File: src/rtl/dmem_demux_pkg.sv
`default_nettype none
// ============================================================================
//  Module   : dmem_demux_pkg
//  Purpose  : Shared state encoding, target indices and error data for the
//             data-memory request demultiplexer.
//  Revision : 1.0 - initial release
// ============================================================================
package dmem_demux_pkg;

    typedef enum logic [1:0] {
        IDLE     = 2'd0,
        REQ      = 2'd1,
        WAIT_RSP = 2'd2
    } state_t;

    localparam logic [1:0] TGT_RAM   = 2'd0;
    localparam logic [1:0] TGT_UART  = 2'd1;
    localparam logic [1:0] TGT_TIMER = 2'd2;
    localparam logic [1:0] TGT_GPIO  = 2'd3;

    localparam logic [31:0] ERR_RDATA = 32'hDEADBEEF;

endpackage : dmem_demux_pkg
`default_nettype wire

File: src/rtl/dmem_addr_decode.sv
`default_nettype none
// ============================================================================
//  Module   : dmem_addr_decode
//  Purpose  : 2-bit target select to 4-bit one-hot, forced to zero when the
//             valid input is low.
//  Revision : 1.0 - initial release
// ============================================================================
module dmem_addr_decode
    import dmem_demux_pkg::*;
(
    input  logic       i_valid,
    input  logic [1:0] i_sel,
    output logic [3:0] o_onehot
);

    always_comb begin
        o_onehot            = '0;
        o_onehot[TGT_RAM]   = i_valid && (i_sel == TGT_RAM);
        o_onehot[TGT_UART]  = i_valid && (i_sel == TGT_UART);
        o_onehot[TGT_TIMER] = i_valid && (i_sel == TGT_TIMER);
        o_onehot[TGT_GPIO]  = i_valid && (i_sel == TGT_GPIO);
    end

endmodule : dmem_addr_decode
`default_nettype wire

File: src/rtl/dmem_demux4.sv
`default_nettype none
// ============================================================================
//  Module   : dmem_demux4
//  Purpose  : Address-decoded 1-to-4 data-memory request demultiplexer with a
//             single outstanding transaction. Optional response watchdog is
//             enabled by defining DMEM_DEMUX_TIMEOUT_EN.
//  Revision : 1.0 - initial release
// ============================================================================
module dmem_demux4
    import dmem_demux_pkg::*;
#(
    parameter int WIDTH   = 32,
    parameter int SEL_MSB = 31,
    parameter int TIMEOUT = 255
)
(
    input  logic                 clk,
    input  logic                 rst_n,
    // core side
    input  logic                 m_req_valid,
    output logic                 m_req_ready,
    input  logic [WIDTH-1:0]     m_addr,
    input  logic                 m_we,
    input  logic [3:0]           m_wstrb,
    input  logic [WIDTH-1:0]     m_wdata,
    output logic                 m_rsp_valid,
    output logic [WIDTH-1:0]     m_rdata,
    output logic                 m_rsp_err,
    // target side
    output logic [3:0]           s_req_valid,
    input  logic [3:0]           s_req_ready,
    output logic [WIDTH-1:0]     s_addr,
    output logic                 s_we,
    output logic [3:0]           s_wstrb,
    output logic [WIDTH-1:0]     s_wdata,
    input  logic [3:0]           s_rsp_valid,
    input  logic [4*WIDTH-1:0]   s_rdata
);

    state_t             r_state;
    state_t             w_state_nxt;
    logic [1:0]         r_sel;
    logic               r_req_ready;
    logic [WIDTH-1:0]   r_addr;
    logic               r_we;
    logic [3:0]         r_wstrb;
    logic [WIDTH-1:0]   r_wdata;
    logic [WIDTH-1:0]   r_rdata;
    logic               r_rsp_valid;

    logic               w_accept;
    logic               w_ready_sel;
    logic               w_rsp_sel;
    logic               w_busy;
    logic               w_done;
    logic               w_timeout;
    logic [WIDTH-1:0]   w_rdata_arr [4];

    genvar gi;
    generate
        for (gi = 0; gi < 4; gi++) begin : g_unpack
            assign w_rdata_arr[gi] = s_rdata[gi*WIDTH +: WIDTH];
        end
    endgenerate

    // Ready is registered so it reads low while reset is held.
    assign w_accept    = (r_state == IDLE) && r_req_ready && m_req_valid;
    assign w_ready_sel = s_req_ready[r_sel];
    assign w_rsp_sel   = s_rsp_valid[r_sel];
    assign w_busy      = (r_state == REQ) || (r_state == WAIT_RSP);
    assign w_done      = (r_state == WAIT_RSP) && w_rsp_sel;

`ifdef DMEM_DEMUX_TIMEOUT_EN
    localparam int c_CNT_W = ($clog2(TIMEOUT + 1) > 8) ? $clog2(TIMEOUT + 1) : 8;
    localparam logic [c_CNT_W-1:0] c_TIMEOUT = c_CNT_W'(TIMEOUT);

    logic [c_CNT_W-1:0] r_cnt;
    logic [c_CNT_W-1:0] w_cnt_inc;
    logic               r_rsp_err;

    assign w_cnt_inc = r_cnt + c_CNT_W'(1);
    // A response arriving on the final cycle still completes normally.
    assign w_timeout = w_busy && !w_done && (w_cnt_inc == c_TIMEOUT);

    always_ff @(posedge clk) begin
        if (!rst_n) begin
            r_cnt     <= '0;
            r_rsp_err <= 1'b0;
        end else begin
            r_rsp_err <= w_timeout;
            if (w_accept) begin
                r_cnt <= '0;
            end else if (w_busy) begin
                r_cnt <= w_cnt_inc;
            end
        end
    end

    assign m_rsp_err = r_rsp_err;
`else
    logic [31:0] w_unused_timeout;

    assign w_unused_timeout = 32'(TIMEOUT);
    assign w_timeout        = 1'b0;
    assign m_rsp_err        = 1'b0;
`endif

    always_comb begin
        w_state_nxt = r_state;
        unique case (r_state)
            IDLE: begin
                if (w_accept) begin
                    w_state_nxt = REQ;
                end
            end
            REQ: begin
                if (w_timeout) begin
                    w_state_nxt = IDLE;
                end else if (w_ready_sel) begin
                    w_state_nxt = WAIT_RSP;
                end
            end
            WAIT_RSP: begin
                if (w_done || w_timeout) begin
                    w_state_nxt = IDLE;
                end
            end
            default: w_state_nxt = IDLE;
        endcase
    end

    always_ff @(posedge clk) begin
        if (!rst_n) begin
            r_state     <= IDLE;
            r_sel       <= 2'd0;
            r_req_ready <= 1'b0;
            r_addr      <= '0;
            r_we        <= 1'b0;
            r_wstrb     <= '0;
            r_wdata     <= '0;
            r_rdata     <= '0;
            r_rsp_valid <= 1'b0;
        end else begin
            r_state     <= w_state_nxt;
            r_req_ready <= (w_state_nxt == IDLE);
            r_rsp_valid <= w_done || w_timeout;
            if (w_accept) begin
                r_sel   <= m_addr[SEL_MSB -: 2];
                r_addr  <= m_addr;
                r_we    <= m_we;
                r_wstrb <= m_wstrb;
                r_wdata <= m_wdata;
            end
            if (w_done) begin
                r_rdata <= w_rdata_arr[r_sel];
            end else if (w_timeout) begin
                r_rdata <= WIDTH'(ERR_RDATA);
            end
        end
    end

    dmem_addr_decode u_decode (
        .i_valid  (r_state == REQ),
        .i_sel    (r_sel),
        .o_onehot (s_req_valid)
    );

    assign m_req_ready = r_req_ready;
    assign m_rsp_valid = r_rsp_valid;
    assign m_rdata     = r_rdata;
    assign s_addr      = r_addr;
    assign s_we        = r_we;
    assign s_wstrb     = r_wstrb;
    assign s_wdata     = r_wdata;

endmodule : dmem_demux4
`default_nettype wire

File: config.mk
export PLATFORM = sky130hd
export DESIGN_NAME = dmem_demux4
export DESIGN_NICKNAME = d
export VERILOG_FILES = /design/src/rtl/dmem_demux_pkg.sv /design/src/rtl/dmem_addr_decode.sv /design/src/rtl/dmem_demux4.sv
export SDC_FILE = /design/constraint.sdc
export NUM_CORES = 1
export LEC_CHECK = 0
export CORE_AREA = 2 2 121 123
export CTS_CLUSTER_DIAMETER = 30
export DETAILED_ROUTE_END_ITERATION = 16
export DIE_AREA = 0 0 123 125
export DONT_BUFFER_PORTS = 1
export SLEW_MARGIN = 0
export SYNTH_ARGS = -nofsm -noshare
export SYNTH_HDL_FRONTEND = slang
export SYNTH_HIERARCHICAL = 1
export SYNTH_SLANG_ARGS = --single-unit
File: constraint.sdc
create_clock -name clk -period 1.6 [get_ports clk]
set_input_delay 0.32 -clock clk [delete_from_list [all_inputs] [get_ports clk]]
set_output_delay 0.32 -clock clk [all_outputs]
set_load 0.05 [all_outputs]
; ---- Word level (Yosys, flattened, before mapping)
; Cells that the tools add are included.
[classes]
addsub = 0
multipliers = 0
n_div = 0
n_lt_le_gt_ge = 2
eq_ne = 5
shifts = 0
muxes = 11
bitwise = 1
n_reduce_logical = 10
[op_table]
columns = operator, n
row1 = $bmux 32 s2, 1
row2 = $mux 32, 2
row3 = $logic_and 1x1->1, 7
row4 = $eq 2x2->1 const B, 3
row5 = $logic_not 2->1, 3
row6 = $mux 2, 3
row7 = $pmux 2 s3, 1
row8 = $bmux 1 s2, 2
row9 = $eq 2x1->1 const B, 2
row10 = $ge 3x3->1 const B, 1
row11 = $lt 2x3->1 const B, 1
row12 = $not 2->3, 1
row13 = $mux 1, 2
[word_totals]
regBits = 107
latchBits = 0
mem_bits_rw = 0
rom_bits = 0
inputBits = 208
output_inout_bits = 108
elab_cells = 38
n_memories = 0

; ---- Longest topological paths before layout
[depth]
depth_word = 6
depth_mapped = 6
ltp_nobuf = 4

; ---- Cells and area by module
; The synthesis kept the hierarchy.
[modules_own_cells]
columns = module, instances, cells_each, area_each_um2, seq_area_each_um2
row1 = dmem_demux4, 1, 466, 4739.5, 2102.0
row2 = dmem_addr_decode, 1, 4, 37.5, 0.0

; ---- Worst setup path before layout
; OpenSTA, ideal clock, no wires.
[synth_path]
kind = register -> register
start = register r_sel[0]
end = register r_rdata[10], in the netlist m_rdata[10]
setup_ns = 0.117
arrival_ns = 2.029
required_ns = 1.483
path_slack_ns = -0.546
stages_incl_launch_ff = 6
n_path_buf = 2
period_less_slack_ns = 2.146
path_cell_list = dfxtp_1 > buf_2 > buf_2 > mux4_2 > mux2i_1 > nor2b_1
[synth_via]
elab_chain_cells = 4
elab_cells_between_ends = 7
classes_between = 5 x mux / 1 x bitwise / 1 x reduce/logical
[synth_rtl]
columns = item, line_no
row1 = start: declaration, dmem_demux4.sv:42  ; logic [1:0] r_sel;
row2 = start signal: assignment, dmem_demux4.sv:148  ; r_sel <= m_addr[SEL_MSB -: 2];
row3 = $not 2->3 (not written as such), dmem_demux4.sv:155  ; r_rdata <= w_rdata_arr[r_sel];
row4 = $bmux 32 s2, dmem_demux4.sv:155
row5 = $mux 32 (not written as such) (2 in a row), dmem_demux4.sv:155
row6 = end signal: assignment, dmem_demux4.sv:155
row7 = end signal: assignment, dmem_demux4.sv:157  ; r_rdata <= WIDTH'(ERR_RDATA);
row8 = end: declaration, dmem_demux4.sv:48  ; logic [WIDTH-1:0] r_rdata;
; Parallel ways exist; a longest one is shown, timed or not. The select of a mux whose other input is x is not followed.
; A chain may end at the register's enable or synchronous reset.

; ---- Worst setup path in the final report
[layout_path]
start = register r_state[1]
end = output s_req_valid[0]
[layout_via]
elab_chain_cells = 2
[layout_rtl]
columns = item, line_no
row1 = start: declaration, dmem_demux4.sv:40  ; state_t r_state;
row2 = start signal: assignment, dmem_demux4.sv:144  ; r_state <= w_state_nxt;
row3 = $eq 2x1->1, dmem_demux4.sv:163  ; .i_valid (r_state == REQ),
row4 = $logic_and 1x1->1, dmem_addr_decode.sv:18  ; o_onehot[TGT_RAM] = i_valid && (i_sel == TGT_RAM);
row5 = end: declaration, dmem_demux4.sv:30  ; output logic [3:0] s_req_valid,
; Every way passes these cells.

==> impl_metrics.tcl <==
set metrics [dict create \
    synth_edf_count 0 \
    hold_slack_ps 100 \
    die_h_um 125 \
    slowest_delay_ps 330 \
    drt-vias-per-instance 5.27 \
    ys_ff_latch 105 \
    power.total_uw 6060 \
    ctsHtreeMaxLevel 3 \
    crit_fanout 5 \
    required_ps 1280 \
    fin_nets 683 \
    outcome "finished with violations" \
    yosysSeqAreaShare_pct 44.0 \
    violations "setup timing" \
    avgRoutedWirePerCell_um 21.2 \
    first_pass_iters 4 \
    dp_hpwl_mm 9.99 \
    reg2reg_slack_ps -50 \
    insertion_delay_ps 350 \
    drv_cap 0 \
    drc 0 \
    crit_top_cell "buf_6" \
    grt_pass1_wl_mm 19.6 \
    vias 3504 \
    antenna_found_initial 2 \
    cp-startpoint "r_state[1]" \
    cts_tree "yes" \
    cp_num_cells 5 \
    slew-limit-headroom_pct 62.3 \
    cp.arrival_ps 1380 \
    worstSetupEndpoint "s_req_valid[0]" \
    synthArstFlopShare_pct 0 \
    port_buffers 0 \
    syn_to_final_growth_pct 20.8 \
    initial_core_util_pct 33.6 \
    synthCells 470 \
    io_pins 316 \
    power.density_nw_per_um2 1050 \
    grt_max_degree 106 \
    finalHoldViolCount 0 \
    fin_util_pct 40.6 \
    first_global_vias 3558 \
    synth-main-ff-cell "dfxtp_1" \
    dieArea_sq_um 15400 \
    overflow 0 \
    hp-class "primary input to register" \
    r2r_cells 7 \
    cts_buffers 9 \
    ctsHoldBuffers 0 \
    synth_area_leaders "dfxtp_1 (44%), mux4_2 (16%), a21boi_0 (11%)" \
    critical_path_class "register to output pin" \
    finalMaxSlewViolations 0 \
    cp_top_family "buffers and inverters" \
    fill_cells 1341 \
    period_minus_slack_ps 1700 \
    r2r_end "m_rdata[18]" \
    numClockSinks 105 \
    synth.avg_cell_area_sq_um 10.2 \
    clkTransAtPathRegs_ps 70 \
    crit_buf_inv 3 \
    synth.distinct_cells 25 \
    drt_wl_total_mm 14.1 \
    skew_ps 7.81 \
    layout-drive-gt1-share_pct 21.0 \
    fp.dieW_um 123 \
    crit_chain "buf_6, nand2b_4, inv_4, nor3b_4, buf_6" \
    end_kind "output pin" \
    mappedNetlistArea_sq_um 4780 \
    synth.top_cell.area_share_pct 44.0 \
    ctsRootBufferMaster "clkbuf_16" \
    tightest_slew_ps 565 \
    rsz0062_at_grt "true" \
    clock.fmax_mhz 587 \
    yosys.area.top_type "dfxtp_1" \
    startpoint_type "register" \
    power_leakage_uw 0.00185 \
    irDropWorstVdd_mv 0.459 \
    setup_violations 21 \
    grt.total_usage_pct 16.8 \
    rows 44 \
    clock_path_buffers 2 \
    fin_ws_ps -102 \
    place_congestion 0.734 \
    finalCritPeriodShare_pct 106 \
    yosysWarnings 6 \
    syn-num-nets 678 \
    ant_nets 0 \
    coreArea_sq_um 14200 \
    timing.rr.start "r_state[1]" \
    slowest_stage "dfxtp_2" \
    finalSetupTns_ps -464 \
    drt-initial-drc-count 158 \
]
area by class of cell:
cell class                      instances  area (sq um)  share of cell area [%]
Inverter                                1          6.26                   0.108
Multi-Input combinational cell        325          2570                    44.5
Tap cell                              184           230                    3.99
Clock inverter                          6          56.3                   0.976
Sequential cell                       105          2110                    36.6
Clock buffer                           10           239                    4.14
Antenna cell                            1          2.50                  0.0434
Timing Repair Buffer                   33           557                    9.65
worst reg2reg max path, cell delays in order (launching register included):
cell	delay, ps
dfxtp_2	340
buf_4	90
or3b_4	370
o22ai_4	140
buf_12	160
buf_12	140
mux2i_2	240
nor2b_1	70
worst min path at each step:
stage                      from          end  slack (ps)  depth (start not counted)
finish              m_wdata[14]  s_wdata[14]         100                          2
global route        m_wdata[13]  s_wdata[13]          90                          2
CTS                 m_wdata[11]  s_wdata[11]          80                          2
detailed placement        rst_n   r_state[0]         460                          1
global placement          rst_n   r_state[0]         460                          1
floorplan            m_addr[30]     r_sel[0]         450                          2
cells in the final DEF (no fill, tap or decap), types with 2 or more instances in the layout:
cell type | netlist | routed
a21boi_0 | 70 | 64
a21boi_1 | 0 | 5
and2_1 | 2 | 2
and3b_2 | 0 | 2
buf_12 | 0 | 10
buf_16 | 0 | 3
buf_4 | 2 | 11
buf_6 | 4 | 3
clkbuf_16 | 0 | 14
dfxtp_1 | 105 | 101
dfxtp_2 | 0 | 2
dfxtp_4 | 0 | 2
inv_6 | 0 | 3
inv_8 | 0 | 2
mux2i_1 | 34 | 31
mux2i_4 | 0 | 2
mux4_2 | 33 | 33
nand2_1 | 139 | 139
nand3b_1 | 2 | 2
nor2b_1 | 32 | 32
metal layers:
layer | share of wire (%) | wire (um) | vias up | track usage, %
li1 | - | - | 1624 | -
met1 | 35 | 4910 | 1668 | 16.8
met2 | 52 | 7350 | 194 | 29.7
met3 | 11 | 1580 | 16 | 7.16
met4 | 1.9 | 266 | 2 | 7.82
met5 | 0.092 | 13 | - | 0
flip-flops by register name, summed over array words and instances, names as in the netlist:
register / count
m_rdata: 32
s_we: 1
s_wstrb: 4
s_addr: 30
m_rsp_valid: 1
r_sel: 2
s_wdata: 32
r_state: 2
m_req_ready: 1
Yosys cell counts (2+ instances only):
cell / number
dfxtp_1: 105
buf_2: 5
and2_1: 2
nand2_1: 139
and3b_1: 2
a21boi_0: 70
buf_6: 4
nand3b_1: 2
buf_4: 2
mux4_2: 33
nor2b_1: 32
clkbuf_1: 28
mux2i_1: 34
kinds of logic after synthesis:
group | synth area share (%)
simple gates | 17.4
flops | 44.0
compound gates | 11.5
mux | 22.9
buf+inv | 4.06
other cells | 0.0785
what timing repair did:
item                                    in CTS  in global routing
gates cloned                                 2                  5
gates resized for setup                     13                 16
buffers inserted                             5                  2
pin swaps                                    1                  1
endpoints found under the setup margin       6                 77
per-stage QoR:
stage	worst slack, ps	instances	area, sq um
3_3_place_gp	16.4	634	5100
2_1_floorplan	-118	470	4800
6_report	-102	665	5770
5_1_grt	-142	665	5770
3_5_place_dp	-6.49	634	5100
4_1_cts	-97.2	657	5560
where the power goes:
group          switching, uW  internal [uW]
Clock                   1060           1140
Sequential               439           2720
Combinational            315            384
Total                   1820           4240
(Power assumes the default switching activity.)
